$ cat config.mk
export PLATFORM = sky130hd
export DESIGN_NAME = branch_resolve_ctrl
export DESIGN_NICKNAME = d
export VERILOG_FILES = /design/src/rtl/lx32_branch_pkg.sv /design/src/rtl/branch_unit.sv /design/src/rtl/branch_resolve_ctrl.sv
export SDC_FILE = /design/constraint.sdc
export NUM_CORES = 1
export LEC_CHECK = 0
export CORE_MARGIN = 1
export CORE_UTILIZATION = 30
export DETAILED_ROUTE_END_ITERATION = 8
export GPL_TIMING_DRIVEN = 0
export PLACE_DENSITY = 0.65
export RECOVER_POWER = 50
export SLEW_MARGIN = 0
export SYNTH_ARGS = -nofsm -noshare
export SYNTH_HDL_FRONTEND = slang
export SYNTH_SLANG_ARGS = --single-unit
$ cat constraint.sdc
create_clock -name clk -period 2.2 [get_ports clk]
set_clock_uncertainty 0.05 [all_clocks]
set_input_delay 0.44 -clock clk [delete_from_list [all_inputs] [get_ports clk]]
set_output_delay 0.44 -clock clk [all_outputs]
set_load 0.03 [all_outputs]
$ cat src/rtl/lx32_branch_pkg.sv
// Shared types for the lx32 branch path: comparison ops, resolve-controller states
// and the sequential PC increment.
package lx32_branch_pkg;

    typedef enum logic [2:0] {
        BR_EQ  = 3'd0,
        BR_NE  = 3'd1,
        BR_LT  = 3'd2,
        BR_GE  = 3'd3,
        BR_LTU = 3'd4,
        BR_GEU = 3'd5
    } branch_op_e;

    typedef enum logic [1:0] {
        IDLE     = 2'd0,
        REDIRECT = 2'd1,
        FLUSH    = 2'd2
    } brc_state_e;

    localparam int unsigned PC_INC      = 4;
    localparam int unsigned FLUSH_CNT_W = 4;

endpackage

$ cat src/rtl/branch_unit.sv
// Combinational branch comparator: evaluates the condition and picks the
// fall-through or taken target (wraps modulo 2^WIDTH).
module branch_unit
    import lx32_branch_pkg::*;
#(
    parameter int unsigned WIDTH = 32
) (
    input  logic             is_branch,
    input  branch_op_e       op,
    input  logic [WIDTH-1:0] src_a,
    input  logic [WIDTH-1:0] src_b,
    input  logic [WIDTH-1:0] pc,
    input  logic [WIDTH-1:0] imm,
    output logic             taken_c,
    output logic [WIDTH-1:0] target_c
);

    logic cond;

    always_comb begin
        cond = 1'b0;
        case (op)
            BR_EQ:   cond = (src_a == src_b);
            BR_NE:   cond = (src_a != src_b);
            BR_LT:   cond = ($signed(src_a) <  $signed(src_b));
            BR_GE:   cond = ($signed(src_a) >= $signed(src_b));
            BR_LTU:  cond = (src_a <  src_b);
            BR_GEU:  cond = (src_a >= src_b);
            default: cond = 1'b0;
        endcase
        taken_c  = is_branch && cond;
        target_c = taken_c ? WIDTH'(pc + imm) : WIDTH'(pc + WIDTH'(PC_INC));
    end

endmodule

$ cat src/rtl/branch_resolve_ctrl.sv
// EX-stage branch resolution: compares, pulses the outcome, and on a mispredict
// redirects fetch and holds a flush window before accepting the next branch.
module branch_resolve_ctrl
    import lx32_branch_pkg::*;
#(
    parameter int unsigned WIDTH        = 32,
    parameter int unsigned FLUSH_CYCLES = 2,
    parameter int unsigned CNT_WIDTH    = 16
) (
    input  logic                 clk,
    input  logic                 rst_n,
    input  logic                 req_valid,
    output logic                 req_ready,
    input  logic [WIDTH-1:0]     req_pc,
    input  logic [WIDTH-1:0]     req_imm,
    input  logic [WIDTH-1:0]     req_src_a,
    input  logic [WIDTH-1:0]     req_src_b,
    input  branch_op_e           req_op,
    input  logic                 req_pred_taken,
    output logic                 resolve_valid,
    output logic                 resolve_taken,
    output logic                 redir_valid,
    input  logic                 redir_ready,
    output logic [WIDTH-1:0]     redir_pc,
    output logic                 flush,
    output logic [CNT_WIDTH-1:0] stat_branches,
    output logic [CNT_WIDTH-1:0] stat_mispredicts
);

    brc_state_e             state, state_next;
    logic [FLUSH_CNT_W-1:0] flush_cnt;
    logic                   taken;
    logic [WIDTH-1:0]       target;
    logic                   accept;
    logic                   mispredict;

    branch_unit #(.WIDTH(WIDTH)) u_branch_unit (
        .is_branch (req_valid),
        .op        (req_op),
        .src_a     (req_src_a),
        .src_b     (req_src_b),
        .pc        (req_pc),
        .imm       (req_imm),
        .taken_c   (taken),
        .target_c  (target)
    );

    assign req_ready   = (state == IDLE);
    assign redir_valid = (state == REDIRECT);
    assign flush       = (state != IDLE);
    assign accept      = req_valid && req_ready;
    assign mispredict  = accept && (taken != req_pred_taken);

    always_ff @(posedge clk or negedge rst_n) begin
        if (!rst_n) state <= IDLE;
        else        state <= state_next;
    end

    always_comb begin
        state_next = state;
        case (state)
            IDLE:     if (mispredict)  state_next = REDIRECT;
            REDIRECT: if (redir_ready) state_next = FLUSH;
            FLUSH:    if (flush_cnt <= FLUSH_CNT_W'(1)) state_next = IDLE;
            default:  state_next = IDLE;
        endcase
    end

    // Flush window: loaded on the redirect handshake, counts down to zero.
    always_ff @(posedge clk or negedge rst_n) begin
        if (!rst_n) begin
            flush_cnt <= '0;
        end else if (state == REDIRECT && redir_ready) begin
            flush_cnt <= FLUSH_CNT_W'(FLUSH_CYCLES);
        end else if (state == FLUSH && flush_cnt != '0) begin
            flush_cnt <= flush_cnt - FLUSH_CNT_W'(1);
        end
    end

    always_ff @(posedge clk or negedge rst_n) begin
        if (!rst_n) begin
            resolve_valid <= 1'b0;
            resolve_taken <= 1'b0;
            redir_pc      <= '0;
        end else begin
            resolve_valid <= accept;
            resolve_taken <= accept && taken;
            if (mispredict) redir_pc <= target;
        end
    end

    // Saturating statistics.
    always_ff @(posedge clk or negedge rst_n) begin
        if (!rst_n) begin
            stat_branches    <= '0;
            stat_mispredicts <= '0;
        end else begin
            if (accept && stat_branches != '1)
                stat_branches <= stat_branches + CNT_WIDTH'(1);
            if (mispredict && stat_mispredicts != '1)
                stat_mispredicts <= stat_mispredicts + CNT_WIDTH'(1);
        end
    end

endmodule
==> results.cfg <==
[run_status]
violations = negative setup slack
outcome = complete, but fails checks

[cells_and_area]
antenna_cells = 0
final_common_cell = clkdlybuf4s50_1
nets = 1268
drive_above_1_share_pct = 35.6
area_growth_pct = 73.3
layout_common_cells = clkdlybuf4s50_1, dfrtp_1, nand2_1, ha_4, buf_2

[timing]
fin_ws_ns = -0.632
worst_hold_slack_ns = 0.137
finalSetupViolations = 49
final-max-slew-violation-count = 0
fin_crit_sh_pct = 129
hold_viol_final = 0
period_needed_ns = 2.83
final.setup.tns_ns = -26.16
maxSlewHeadroom_pct = 26.9
tightest_slew_ns = 1.10
fmax_mhz = 353
grt_setup_unrepaired = true

[routing]
via_per_inst = 5.24
first_pass_iters = 5
wl_per_cell_um = 17.8
route.vias.total = 7041
routed_wl_um = 24000
drtIter0Drc = 298
ant_nets = 0
drcViolationCount = 0

[grt]
grt_pass1_wl_um = 37700
grt_pass1_vias = 7112
grt_use_met1_pct = 28.1
use_met2_pct = 37.3
antenna_found_initial = 0
busiest_layer = met2
met3_usage_pct = 3.99
grt_usage_pct = 21.7
gr-total-overflow = 0
grt_max_degree = 43

[floorplan]
rows = 53
start_util_pct = 30.9
die_h_um = 150
coreArea_um2 = 21200
die-width_um = 150
dieArea_um2 = 22400
ios = 205

[synthesis]
synth_area_leaders = dfrtp_1, ha_1, xor2_1
synth_top_cell_area_share_pct = 27.6
yosysWarnings = 0
syn_inst = 788
syn_avg_cell_area_um2 = 8.28
async_flop_share_pct = 100
synthFlopType = dfrtp_1
synth_area_leader_cell = dfrtp_1
syn-cell-area_um2 = 6530
syn_nets = 993
ys_seq_area_share_pct = 27.6
ys_seq_elements = 72
yosysUniqueCellTypes = 68
synth-edff-count = 0

[setup_path]
r2r_start = stat_mispredicts[3]
critPathCaptureType = register
cp.arrival_ns = 3.02
crit_type = in2reg
cp_max_fo = 6
worstPathRequired_ns = 2.39
critPathLaunch = req_src_b[11]
crit_path_start_kind = input pin

[job]
cap_violations = 0

[pwr]
pwr-share-clk_pct = 17.1
p_leak_nw = 4.82
p_comb_share_pct = 58.3
seq_power_share_pct = 24.5
powerDensity_nw_per_um2 = 781
switchingPower_w = 0.00382
switching_share_pct = 43.3
p_int_w = 0.00501
power.total_w = 0.00884
ir_drop_mv = 0.580

[clock_network]
cts_root_buf = clkbuf_16
clk_pin_slew_ns = 0.06
cts_tree = built
clk_latency_ns = 0.34
numCtsBuffers = 9
htreeDepth = 3
cts_max_path_buffers = 2
cts.sinks = 72

[placement]
place_worst_setup_slack_ns = -1.95
dp_hpwl_um = 16700
io_buffers = 204
place.gp.congestion = 0.852

[min_path]
hold_class = in2async
==> flip-flops by register name, indices dropped and copies added, names as in the netlist <==
register and count:
stat_branches 16, stat_mispredicts 16, resolve_valid 1, flush_cnt 4
redir_pc 32, resolve_taken 1, state 2
==> logic make-up after synthesis <==
group	count (synthesis)	share of synthesized area, %
adders and majority gates	69	13.3
xor gates and xnor gates	85	11.4
and+or+nand+nor	269	20.9
buffers and inverters	87	5.18
DFF	72	27.6
AOI/OAI and AO/OA	199	20.4
muxes	7	1.17
==> final timing paths <==
path / endpoint / slack [ns] / depth (start not counted)
setup / recovery: redir_pc[0] / -0.63 / 15
hold / removal: redir_pc[9] / 0.14 / 1
setup reg to reg: stat_mispredicts[13] / -0.53 / 7
hold reg to reg: stat_branches[5] / 0.44 / 1
max in group asynchronous: stat_mispredicts[10] / 0.39 / 2
min in group clk: redir_pc[1] / 0.41 / 3
==> critical path: stages <==
cell and delay (ns):
buf_6 0.07, inv_4 0.03, ha_4 0.25, nand4_1 0.17
nor4_4 0.36, a21boi_4 0.23, o31a_1 0.15, buf_4 0.11
o2111a_2 0.25, nand3_4 0.12, buf_6 0.16, buf_12 0.15
buf_12 0.13, o221a_4 0.24, o22a_1 0.15
==> metrics by stage <==
stage | cell area, um^2 | utilization [%] | std cells
finish | 11300 | 53.5 | 1343
detailed placement | 9470 | 44.8 | 1268
global placement | 9450 | 44.7 | 1267
CTS | 11100 | 52.7 | 1338
global route | 11300 | 53.5 | 1343
floorplan | 7060 | - | 788
==> synthesized netlist by cell type, types with 4 or more instances <==
cell type / count
a211o_1: 5
a211oi_1: 9
a21o_1: 17
a21oi_1: 61
a22oi_1: 6
a31oi_1: 7
and2_1: 5
and3_1: 18
and4_1: 7
clkbuf_1: 20
dfrtp_1: 72
ha_1: 68
inv_1: 61
mux2_2: 5
nand2_1: 69
nand3_1: 45
nand4_1: 14
nor2_1: 52
nor2b_1: 6
nor3_1: 24
nor4_1: 7
o211ai_1: 11
o21a_1: 6
o21ai_0: 28
o21bai_1: 5
o221ai_1: 4
o22ai_1: 8
or2_2: 5
xnor2_1: 42
xor2_1: 43
==> layer usage <==
metal  vias to the layer above  wire length (um)
met5                         -                 0
met1                      3368             10200
met4                         0               361
met3                        28              1580
li1                       3399                 -
met2                       246             11800
==> layout make-up <==
class | count | area, um^2
fillers | 1852 | 9840
multi-input cells | 629 | 5840
plain buffers | 19 | 292
inverters | 63 | 256
clock buffers | 10 | 229
flip-flops and latches | 72 | 1800
well taps | 275 | 344
clock inverters | 6 | 68.8
repair buffers | 269 | 2480
==> power groups by stage <==
stage	Combinational [W]	Sequential (W)	Clock [W]
after floorplan	0.00174	0.00282	0
after global placement	0.00412	0.00214	0
after detailed placement	0.00416	0.00214	0
after CTS	0.00504	0.00215	0.00154
after global routing	0.00550	0.00224	0.00161
final	0.00516	0.00217	0.00151
==> repair_timing <==
action / CTS / global route
pin swaps: 101 / 22
resized for setup: 512 / 43
endpoints found under the hold margin: 0 / 0
setup buffers: 49 / 8
endpoints found under the setup margin: 60 / 63
cloned: 9 / 0
hold buffers: 0 / 0
Power figures use the tool's default switching activity.
